[config.mk]
export PLATFORM = sky130hd
export DESIGN_NAME = muldiv_ctrl
export DESIGN_NICKNAME = d
export VERILOG_FILES = /design/src/rtl/muldiv_pkg.sv /design/src/rtl/muldiv_ctrl_div_step.sv /design/src/rtl/muldiv_ctrl.sv
export SDC_FILE = /design/constraint.sdc
export NUM_CORES = 1
export LEC_CHECK = 0
export ABC_AREA = 1
export CELL_PAD_IN_SITES_DETAIL_PLACEMENT = 0
export CELL_PAD_IN_SITES_GLOBAL_PLACEMENT = 1
export CORE_MARGIN = 3
export CORE_UTILIZATION = 41
export DETAILED_ROUTE_END_ITERATION = 8
export MAX_ROUTING_LAYER = met4
export PLACE_DENSITY = 0.9
export SLEW_MARGIN = 25
export SYNTH_ARGS = -nofsm -noshare
export SYNTH_HDL_FRONTEND = slang
export SYNTH_SLANG_ARGS = --single-unit
[constraint.sdc]
create_clock -name clk -period 3.5 [get_ports clk]
set_input_delay 0.7 -clock clk [delete_from_list [all_inputs] [get_ports clk]]
set_output_delay 0.7 -clock clk [all_outputs]
set_load 0.01 [all_outputs]
[src/rtl/muldiv_pkg.sv]
// Shared types and constants for the HI/LO multiply/divide sequencer.
package muldiv_pkg;

    typedef enum logic [1:0] {
        ST_IDLE     = 2'd0,
        ST_MUL_WAIT = 2'd1,
        ST_DIV_RUN  = 2'd2,
        ST_DIV_FIX  = 2'd3
    } state_t;

    localparam logic OP_MUL    = 1'b0;
    localparam logic OP_DIV    = 1'b1;
    localparam int   DIV_ITERS = 32;
    localparam int   CNT_W     = 5;

endpackage

[src/rtl/muldiv_ctrl_div_step.sv]
// One restoring-division iteration: shift {rem, quo} left, trial-subtract.
module div_step #(
    parameter int WIDTH = 32
) (
    input  logic [WIDTH:0]   rem,
    input  logic [WIDTH-1:0] quo,
    input  logic [WIDTH-1:0] divisor,
    output logic [WIDTH:0]   rem_next,
    output logic [WIDTH-1:0] quo_next
);

    logic [WIDTH+1:0] shifted;
    logic [WIDTH+1:0] dvsr_ext;
    logic             ge;

    always_comb begin
        shifted  = {rem, quo[WIDTH-1]};
        dvsr_ext = {2'b00, divisor};
        ge       = shifted >= dvsr_ext;
        if (ge) begin
            rem_next = (WIDTH+1)'(shifted - dvsr_ext);
            quo_next = {quo[WIDTH-2:0], 1'b1};
        end else begin
            rem_next = shifted[WIDTH:0];
            quo_next = {quo[WIDTH-2:0], 1'b0};
        end
    end

endmodule

[src/rtl/muldiv_ctrl.sv]
// HI/LO sequencer: drives an external multiplier over a fixed window
// and runs a signed restoring divider one bit per cycle.
module muldiv_ctrl
    import muldiv_pkg::*;
#(
    parameter int MUL_LAT = 2,
    parameter int WIDTH   = 32
) (
    input  logic             clk,
    input  logic             clr,
    input  logic             start,
    input  logic             op_div,
    input  logic [WIDTH-1:0] a,
    input  logic [WIDTH-1:0] b,
    output logic [WIDTH-1:0] mul_a,
    output logic [WIDTH-1:0] mul_b,
    input  logic [WIDTH-1:0] mul_hi,
    input  logic [WIDTH-1:0] mul_lo,
    output logic [WIDTH-1:0] hi,
    output logic [WIDTH-1:0] lo,
    output logic             busy,
    output logic             done,
    output logic             div_zero
);

    state_t             state, state_n;
    logic [CNT_W-1:0]   cnt, cnt_n;
    logic [WIDTH:0]     rem, rem_n, step_rem;
    logic [WIDTH-1:0]   quo, quo_n, step_quo;
    logic [WIDTH-1:0]   dvsr, dvsr_n;
    logic               sign_q, sign_q_n;
    logic               sign_r, sign_r_n;
    logic [WIDTH-1:0]   mul_a_n, mul_b_n, hi_n, lo_n;
    logic               busy_n, done_n, dz_n;
    logic [WIDTH-1:0]   a_abs, b_abs;

    assign a_abs = a[WIDTH-1] ? -a : a;
    assign b_abs = b[WIDTH-1] ? -b : b;

    div_step #(.WIDTH(WIDTH)) u_step (
        .rem      (rem),
        .quo      (quo),
        .divisor  (dvsr),
        .rem_next (step_rem),
        .quo_next (step_quo)
    );

    always_comb begin
        state_n  = state;
        cnt_n    = cnt;
        rem_n    = rem;
        quo_n    = quo;
        dvsr_n   = dvsr;
        sign_q_n = sign_q;
        sign_r_n = sign_r;
        mul_a_n  = mul_a;
        mul_b_n  = mul_b;
        hi_n     = hi;
        lo_n     = lo;
        busy_n   = busy;
        done_n   = 1'b0;
        dz_n     = div_zero;
        unique case (state)
            ST_IDLE: begin
                if (start) begin
                    dz_n = 1'b0;
                    if (op_div == OP_DIV) begin
                        if (b == '0) begin
                            // Divide by zero resolves immediately, never busy
                            hi_n   = a;
                            lo_n   = '1;
                            dz_n   = 1'b1;
                            done_n = 1'b1;
                        end else begin
                            quo_n    = a_abs;
                            dvsr_n   = b_abs;
                            rem_n    = '0;
                            sign_q_n = a[WIDTH-1] ^ b[WIDTH-1];
                            sign_r_n = a[WIDTH-1];
                            cnt_n    = CNT_W'(DIV_ITERS - 1);
                            busy_n   = 1'b1;
                            state_n  = ST_DIV_RUN;
                        end
                    end else begin
                        mul_a_n = a;
                        mul_b_n = b;
                        cnt_n   = CNT_W'(MUL_LAT - 1);
                        busy_n  = 1'b1;
                        state_n = ST_MUL_WAIT;
                    end
                end
            end
            ST_MUL_WAIT: begin
                if (cnt == '0) begin
                    hi_n    = mul_hi;
                    lo_n    = mul_lo;
                    done_n  = 1'b1;
                    busy_n  = 1'b0;
                    state_n = ST_IDLE;
                end else begin
                    cnt_n = cnt - 1'b1;
                end
            end
            ST_DIV_RUN: begin
                rem_n = step_rem;
                quo_n = step_quo;
                if (cnt == '0) begin
                    state_n = ST_DIV_FIX;
                end else begin
                    cnt_n = cnt - 1'b1;
                end
            end
            ST_DIV_FIX: begin
                lo_n    = sign_q ? -quo : quo;
                hi_n    = sign_r ? -rem[WIDTH-1:0] : rem[WIDTH-1:0];
                done_n  = 1'b1;
                busy_n  = 1'b0;
                state_n = ST_IDLE;
            end
            default: state_n = ST_IDLE;
        endcase
    end

    always_ff @(posedge clk) begin
        if (!clr) begin
            state    <= ST_IDLE;
            cnt      <= '0;
            rem      <= '0;
            quo      <= '0;
            dvsr     <= '0;
            sign_q   <= 1'b0;
            sign_r   <= 1'b0;
            mul_a    <= '0;
            mul_b    <= '0;
            hi       <= '0;
            lo       <= '0;
            busy     <= 1'b0;
            done     <= 1'b0;
            div_zero <= 1'b0;
        end else begin
            state    <= state_n;
            cnt      <= cnt_n;
            rem      <= rem_n;
            quo      <= quo_n;
            dvsr     <= dvsr_n;
            sign_q   <= sign_q_n;
            sign_r   <= sign_r_n;
            mul_a    <= mul_a_n;
            mul_b    <= mul_b_n;
            hi       <= hi_n;
            lo       <= lo_n;
            busy     <= busy_n;
            done     <= done_n;
            div_zero <= dz_n;
        end
    end

endmodule
# --- Word level (Yosys, flattened, before mapping) ---
# Index checks and enable logic that the tools add are counted.
word_totals:
  regBits: 237
  in_bits: 132
  output_inout_bits: 131
op_classes:
  add_sub_neg: 6
  order_cmp: 1
  n_eq_ne: 11
  n_mux: 45
  n_bitwise: 3
  n_reduce_logical: 15
ops:
  columns: ["cell", "count"]
  rows:
  - ["32-bit 2-to-1 mux", 15]
  - ["32-bit case mux with 3 select lines", 2]
  - ["33-bit 2-to-1 mux", 4]
  - ["32-bit negator", 4]
  - ["33-bit case mux with 2 select lines", 1]
  - ["32-bit case mux with 2 select lines", 1]
  - ["34-bit by 32-bit greater-or-equal comparator with 1-bit output", 1]
  - ["33-bit by 32-bit subtractor with 33-bit output", 1]
  - ["32-bit logical NOT", 1]
  - ["5-bit 2-to-1 mux", 4]
  - ["4-bit AND reduction", 5]
  - ["2-bit != test (second input constant)", 7]
  - ["2-bit 2-to-1 mux", 5]
  - ["5-bit case mux with 2 select lines", 1]
  - ["1-bit 2-to-1 mux", 9]
  - ["2-bit case mux with 4 select lines", 1]
  - ["1-bit case mux with 3 select lines", 2]
  - ["5-bit logical NOT", 1]
  - ["5-bit AND reduction", 1]
  - ["5-bit by 1-bit subtractor with 5-bit output (second input constant)", 1]
  - ["2-bit equality test (second input constant)", 2]
  - ["2-bit nonzero test", 2]
  - ["3-bit != test (second input constant)", 1]
  - ["3-bit AND reduction", 1]
  - ["7 further kinds", 8]

# --- Depth between registers and ports, before layout ---
# Gate-level depths: netlist (run 1).
logic_depth:
  depth_word: 6
  ltp_mapped: 17
  ltp_nobuf: 16

# --- By module ---
# A second synthesis (run 1) with hierarchy kept.
unflattened:
  hier_cells: 2841
  area_unflattened_um2: 16807.4
by_module_without_submodules:
  columns: ["module", "n_inst", "cells_per_inst", "area_per_inst_um2"]
  rows:
  - ["muldiv_ctrl", 1, 2112, 13289.0]
  - ["div_step", 1, 729, 3518.4]

# --- Least setup slack after synthesis (run 1) ---
# Ideal clock, no wire load.
synth_timing:
  kind: "in2reg"
  startpoint: "input b[0]"
  endpoint: "register lo[28]"
  t_arrival_ns: 2.045
  slack_ns: 1.332
  path_stages: 12
  cell_sequence: "inv_1 > ha_1 > nand3_1 > nor2_1 > nand2_1 > o21ai_2 > nand2_2 > nor2_4 > inv_2 > buf_6 > a21oi_2 > a21oi_1"
synth_via:
  elab_chain_cells: 3
synth_rtl:
  columns: ["item", "line", "text"]
  rows:
  - ["start: declaration", "muldiv_ctrl.sv:14", "input logic [WIDTH-1:0] b,"]
  - ["32-bit logical NOT", "muldiv_ctrl.sv:68", "if (b == '0) begin"]
  - ["2-bit != test (no source line)", null, null]
  - ["5-bit AND reduction (no source line)", null, null]
  - ["end signal: assignment", "muldiv_ctrl.sv:151", "lo <= lo_n;"]
  - ["end: declaration", "muldiv_ctrl.sv:20", "output logic [WIDTH-1:0] lo,"]
# No other way between the ends.
# A chain may end at the register's enable or synchronous reset.

# --- Worst setup path after layout (run 1) ---
layout_timing:
  startpoint: "input b[0]"
  endpoint: "register hi[12]"
layout_via:
  elab_chain_cells: 3
layout_rtl:
  columns: ["item", "line", "text"]
  rows:
  - ["32-bit logical NOT", "muldiv_ctrl.sv:68", null]
  - ["2-bit != test (no source line)", null, null]
  - ["5-bit AND reduction (no source line)", null, null]
  - ["end signal: assignment", "muldiv_ctrl.sv:150", "hi <= hi_n;"]
  - ["end: declaration", "muldiv_ctrl.sv:19", "output logic [WIDTH-1:0] hi,"]
# No other way between the ends.

==> key figures, run 1 <==
STA
  – Tcrit/Tclk final: 0.804
  – Post-route setup TNS: 0 ps
  – Min Tclk post-route: 2810 ps
  – Final hold violations: 0
  – Slew headroom: 0.283
  – Least-Margin Pin Slew: 1070 ps
  – # setup viols final: 0
  – Hold Slack: 478 ps
  – Unrepaired setup endpoints after global routing: no
  – Final worst slack: 687 ps
  – Pins Over Slew Limit: 0
  – F_max: 0.356 GHz
  – Clock Skew: 22.7 ps

Worst setup path
  – Start point of the critical path: b[0]
  – Worst reg2reg path endpoint: rem[29]$_SDFFE_PN0P_
  – CP Depth: 11
  – Data arrival, critical path: 3220 ps
  – Crit path kind: input pin to flop
  – Critical-path cell list: clkdlybuf4s50_1 > inv_1 > ha_1 > nand3_1 > nor2_1 > nand2_1 > o21ai_2 > nand2_2 > buf_4 > a221oi_1 > a21oi_1
  – Startpoint types: input pin
  – CP Buf/Inv Count: 3
  – Worst Path Required: 3910 ps
  – Top cell family by delay on the critical path: compound AO/OA/AOI/OAI gates
  – Slowest CP cell: a221oi_1
  – R2r setup slk: 820 ps
  – Worst r2r path cells: 13
  – FF-to-FF Start: quo[31]$_SDFFE_PN0P_
  – Setup crit end kind: flop
  – Worst path max stage delay: 580 ps
  – Largest fanout on the critical path: 10

Placed design
  – DP HPWL: 48500 µm
  – DP Worst Slack: 179 ps
  – Input/output buffers: 262
  – Placer Congestion: 0.950
  – # placed instances: 3237

Global routing
  – Vias in the first global route: 16600
  – GR Overflow Total: 0
  – Initial antenna violation count: 3
  – Overall routing resource usage: 0.300
  – First-pass GRT wire length: 95200 µm
  – Largest net degree at the start of global routing: 191

Route
  – Final wirelength: 62400 µm
  – Vias per std cell: 5.45
  – DR DRC count: 0
  – First drt pass iteration count: 6
  – Post-route ant nets: 0
  – Initial DRC Count: 1803
  – WL per Instance: 19.0 µm
  – Via count: 17900

Power and ir drop
  – Final Total Pwr: 14600 µW
  – LEAKAGE: 0.00882 µW
  – Worst vdd ir: 0.000452 V
  – Power Density: 739 mW/mm²

Cells and area
  – Area Overhead vs Synth: 25.0%
  – Layout cells sized above 1: 0.0457
  – Fillers: 3897
  – Total Nets Final: 2930
  – Most common cell after layout, fill and taps aside: nand2_1
  – Most frequent cells in the layout: 590 x nand2_1, 294 x inv_1, 261 x clkdlybuf4s50_1
  – Layout Cells excl Fill: 3290

Synthesis
  – Synthesis warning total: 0
  – Cell type with the highest aggregate area in the netlist: dfxtp_1
  – Count of cell types in the netlist: 51
  – Seq cells post-synth: 237
  – Sequential-to-total area share from yosys stat: 0.300
  – Top cells by area, synth: dfxtp_1 30%, nand2_1 14%, o21ai_0 8.1%
  – Post-synth net total: 2734
  – Synthesized cell area: 0.0158 mm²
  – Synthesized instance count: 2559
  – Post-synth top area share: 0.300
  – Mean Syn Cell Area: 6.19 µm²

CTS
  – Clk root buf: clkbuf_16
  – Num CTS Buffers: 27
  – H-tree depth: 1
  – Post-CTS Resized: 0
  – Clk_lat worst skew: 560 ps
  – # clock sinks: 237
  – Clock slew at reported path FFs: 60 ps
  – Setup bufs post-CTS: 0
  – # hold bufs at CTS: 0
  – Clock tree buffer depth: 3
  – CTS tree: yes

Worst hold path
  – Hold Path Sink: rem[32]$_SDFFE_PN0P_
  – Worst Hold Depth: 2
  – Class of the most critical hold timing path: flop to flop
  – Start point of the worst hold path: rem[32]$_SDFFE_PN0P_

Floorplan
  – Core Area: 0.0378 mm²
  – Ports: 263
  – Die Ht: 203 µm
  – Rows: 71
  – Chip Width: 203 µm
  – Die ar.: 0.0410 mm²
  – Initial Util: 0.419

Run
  – Max cap viols: 0

Outcome
  – Status: complete, no violations
state kept, by name (all words and copies together), names as in the netlist:
signal / count
busy: 1
cnt: 5
div_zero: 1
done: 1
dvsr: 32
hi: 32
lo: 32
mul_a: 32
mul_b: 32
quo: 32
rem: 33
sign_q: 1
sign_r: 1
state: 2
worst reg2reg max path, stage by stage, from the launching register on:
cell,delay [ps]
dfxtp_1,430
inv_1,160
ha_1,220
inv_1,120
fa_1,270
nand3_1,120
nand3_2,130
nand2_1,80
nand2_1,90
nand2_2,90
nand2_4,340
nand3_1,250
nand2_1,120
a21oi_1,70
per-stage QoR:
step                instance area (µm²)  utilization
floorplan                         15800            -
global route                      19800        0.523
detailed placement                18800        0.497
finish                            19800        0.523
global placement                  18800        0.497
CTS                               19800        0.523
how the worst max path moves through the flow:
stage,end,slack [ps]
2_1_floorplan,lo[28]$_SDFFE_PN0P_,1330
3_3_place_gp,hi[12]$_SDFFE_PN0P_,280
3_5_place_dp,hi[12]$_SDFFE_PN0P_,180
4_1_cts,hi[12]$_SDFFE_PN0P_,780
5_1_grt,hi[12]$_SDFFE_PN0P_,450
6_report,hi[12]$_SDFFE_PN0P_,690
where the power goes:
part,total (µW),internal [µW],switching [µW]
logic,7540,2680,4860
clock network,3060,1840,1220
registers,4020,3420,599
total,14600,7940,6680
cells by family (layout without fill, tap and decap cells):
family,Yosys count,after routing,share of synthesized area
xor+xnor,60,60,0.0332
buf+inv,425,642,0.107
other cells,0,3,0
simple gates,1190,1190,0.319
fa+ha+maj,43,43,0.0344
compound gates,604,604,0.207
flops,237,237,0.300
cell usage after synthesis, drive strengths merged:
| cell type | count |
|---|---|
| a211oi | 10 |
| a21o | 1 |
| a21oi | 249 |
| a221oi | 3 |
| a22oi | 15 |
| a31o | 1 |
| a31oi | 37 |
| a41oi | 5 |
| and2 | 7 |
| and3 | 1 |
| buf | 36 |
| clkbuf | 86 |
| clkinv | 3 |
| dfxtp | 237 |
| fa | 1 |
| ha | 42 |
| inv | 300 |
| nand2 | 596 |
| nand3 | 250 |
| nand3b | 8 |
| nand4 | 37 |
| nor2 | 260 |
| nor3 | 21 |
| nor4 | 1 |
| o211a | 1 |
| o211ai | 8 |
| o21a | 1 |
| o21ai | 265 |
| o21bai | 5 |
| o22ai | 1 |
| o31ai | 2 |
| or2 | 9 |
| xnor2 | 17 |
| xor2 | 43 |
per-layer routing:
layer / wire, µm / track usage / share of wire
met1: 29500 / 0.430 / 0.47
met2: 25700 / 0.429 / 0.41
met3: 6120 / 0.0738 / 0.098
met4: 1120 / 0.0582 / 0.018
met5: 0 / - / 0
layout make-up:
| type | count | area [µm²] | share of cell area |
|---|---|---|---|
| multi-input combinational | 1897 | 9430 | 0.476 |
| sequential | 237 | 4740 | 0.240 |
| clock inverter | 14 | 193 | 0.00973 |
| clock buffer | 36 | 769 | 0.0389 |
| antenna | 3 | 7.51 | 0.000379 |
| timing repair buffer | 289 | 2870 | 0.145 |
| tap | 511 | 639 | 0.0323 |
| inverter | 303 | 1140 | 0.0575 |
Note: power is estimated with default switching activity, not from simulation.
==> inputs of run 2 (changes only) <==
--- a/config.mk
+++ b/config.mk
@@ -9,10 +9,10 @@
 export CELL_PAD_IN_SITES_DETAIL_PLACEMENT = 0
 export CELL_PAD_IN_SITES_GLOBAL_PLACEMENT = 1
 export CORE_MARGIN = 3
-export CORE_UTILIZATION = 41
+export CORE_UTILIZATION = 34
 export DETAILED_ROUTE_END_ITERATION = 8
 export MAX_ROUTING_LAYER = met4
-export PLACE_DENSITY = 0.9
+export PLACE_DENSITY = 0.8
 export SLEW_MARGIN = 25
 export SYNTH_ARGS = -nofsm -noshare
 export SYNTH_HDL_FRONTEND = slang
==> constraint.sdc (replaced) <==
create_clock -name clk -period 2.5 [get_ports clk]
set_input_delay 0.5 -clock clk [delete_from_list [all_inputs] [get_ports clk]]
set_output_delay 0.5 -clock clk [all_outputs]
set_load 0.01 [all_outputs]
==> run 2 against run 1 <==
Cell count rose by 7.5%. Register-to-register slack got worse by 690 ps. Count of clock-buffer cells in the layout did not move. Critical path type is now flop to flop. Largest power group unchanged.
==> key figures, run 2 (same netlist as run 1, synthesis figures left out) <==
Outcome
  – Status: complete, no violations

STA
  – # setup viols final: 0 (unchanged)
  – Unrepaired setup endpoints after global routing: yes
  – Final hold violations: 0 (unchanged)
  – Slew headroom: 0.439 (+0.156)
  – Least-Margin Pin Slew: 841 ps (-233 ps)
  – Final worst slack: 131 ps (-556 ps)
  – Tcrit/Tclk final: 0.948
  – Min Tclk post-route: 2370 ps
  – F_max: 0.422 GHz
  – Pins Over Slew Limit: 0 (unchanged)
  – Hold Slack: 398 ps (-79.8 ps)
  – Clock Skew: 10.6 ps (-12.1 ps)

Cells and area
  – Layout cells sized above 1: 0.102 (+0.0564)
  – Total Nets Final: 3090 (+5.5%)
  – Max reg flops: 33 (unchanged)
  – Most frequent cells in the layout: 589 x nand2_1, 293 x inv_1, 261 x clkdlybuf4s50_1
  – Top reg by flops: rem
  – Area Overhead vs Synth: 34.9%
  – Fillers: 4798 (+23%)
  – Ant. Diodes: 0 (-3)
  – Most common cell after layout, fill and taps aside: nand2_1
  – Final instance area: 0.0214 mm² (+7.9%)
  – Layout Cells excl Fill: 3536 (+7.5%)

Route
  – Final wirelength: 67000 µm (+7.3%)
  – Via count: 18200 (+1.7%)
  – Post-route ant nets: 0 (unchanged)
  – First drt pass iteration count: 6 (unchanged)
  – Vias per std cell: 5.16 (-5.3%)
  – Initial DRC Count: 1607 (-11%)
  – WL per Instance: 18.9 µm (-0.20%)
  – DR DRC count: 0 (unchanged)

Power and ir drop
  – LEAKAGE: 0.00966 µW (+9.6%)
  – Final Total Pwr: 21600 µW (+48%)
  – Power Density: 1010 mW/mm² (+37%)
  – Worst vdd ir: 0.000521 V (+15%)

Worst setup path
  – CP Buf/Inv Count: 1 (-2)
  – Critical-path cell list: ha_1 > nand2_1 > nor2_1 > nand2_1 > nor2_1 > nand2_1 > nand3_2 > nor2_4 > nand2_4 > buf_12 > nand3_1 > nand2_1 > a21oi_1
  – Crit path kind: flop to flop
  – Largest fanout on the critical path: 10 (unchanged)
  – Worst Path Required: 2960 ps (-950 ps)
  – Top cell family by delay on the critical path: simple AND/OR/NAND/NOR gates
  – Setup crit end kind: flop
  – Startpoint types: flop
  – Worst path max stage delay: 420 ps (-160 ps)
  – Data arrival, critical path: 2820 ps (-400 ps)
  – Slowest CP cell: ha_1
  – CP most frequent cell: nand2_1

Global routing
  – GR Overflow Total: 0 (unchanged)
  – Overall routing resource usage: 0.266 (-0.0333)
  – Vias in the first global route: 17100 (+2.7%)
  – First-pass GRT wire length: 101000 µm (+6.2%)
  – Initial antenna violation count: 0 (-3)
  – Largest net degree at the start of global routing: 82 (-57%)

Placed design
  – Dpl cell area: 0.0203 mm² (+7.8%)
  – # placed instances: 3485 (+7.7%)
  – DP Worst Slack: -253 ps (-432 ps)
  – Placer Congestion: 0.968 (+1.9%)
  – DP HPWL: 53900 µm (+11%)
  – Input/output buffers: 262 (unchanged)

Floorplan
  – Core Area: 0.0457 mm² (+21%)
  – Ports: 263 (unchanged)
  – Initial Util: 0.347 (-0.0718)
  – Chip Width: 222 µm (+9.5%)
  – Die ar.: 0.0492 mm² (+20%)
  – Rows: 78 (+9.9%)
  – Die Ht: 222 µm (+9.5%)

CTS
  – Post-CTS Resized: 0 (unchanged)
  – Clk_lat worst skew: 560 ps (about the same)
  – Clock slew at reported path FFs: 60 ps (about the same)
  – Clk root buf: clkbuf_16
  – # clock sinks: 237 (unchanged)
  – Clock tree buffer depth: 3 (unchanged)
  – CTS tree: yes
  – Setup bufs post-CTS: 0 (unchanged)
  – H-tree depth: 1 (unchanged)
  – # hold bufs at CTS: 0 (unchanged)
  – Num CTS Buffers: 28 (+3.7%)

Run
  – Max cap viols: 0 (unchanged)

Worst hold path
  – Class of the most critical hold timing path: input pin to flop
[run 2: layout make-up]
| cell class | instances | area [µm²] | share of cell area |
|---|---|---|---|
| Tap cell | 600 | 751 | 0.0351 |
| Timing Repair Buffer | 448 | 4230 | 0.198 |
| Multi-Input combinational cell | 1897 | 9520 | 0.446 |
| Inverter | 303 | 1140 | 0.0532 |
| Clock inverter | 15 | 205 | 0.00960 |
| Sequential cell | 237 | 4750 | 0.222 |
| Clock buffer | 36 | 772 | 0.0361 |
[run 2: per-stage QoR]
| step | TNS (ps) | util |
|---|---|---|
| floorplan | 0 | - |
| global placement | -8040 | 0.444 |
| detailed placement | -14370 | 0.444 |
| CTS | 0 | 0.466 |
| global route | -18.6 | 0.468 |
| finish | 0 | 0.468 |
[run 2: worst register-to-register path: cells and delay by family (launching register included)]
family	cells	cell delay, ps
DFF	1	390
adders and majority gates	1	430
AOI/OAI and AO/OA	1	60
and+or+nand+nor	10	1220
buffers and inverters	1	150
[run 2: routing by layer]
metal | share of wire | global-route usage | vias to the layer above
li1 | - | - | 9149
met5 | 0 | - | -
met2 | 0.42 | 0.389 | 670
met4 | 0.017 | 0.0506 | 0
met1 | 0.49 | 0.387 | 8354
met3 | 0.077 | 0.0458 | 67
[run 2: report_power, final]
| group | internal (µW) | leakage [µW] | total, µW | switching (µW) |
|---|---|---|---|---|
| sequential | 4790 | 0.00194 | 5660 | 866 |
| clock | 2680 | 0.000480 | 4400 | 1710 |
| combinational | 4460 | 0.00724 | 11600 | 7090 |
[run 2: worst paths after layout]
path	endpoint	slack, ps	cells past startpoint	start
min reg2reg	rem[32]$_SDFFE_PN0P_	460	2	rem[32]$_SDFFE_PN0P_
min	mul_a[31]$_SDFFE_PN0P_	400	3	clr
max	rem[31]$_SDFFE_PN0P_	130	13	rem[25]$_SDFFE_PN0P_
max reg2reg	rem[31]$_SDFFE_PN0P_	130	13	rem[25]$_SDFFE_PN0P_
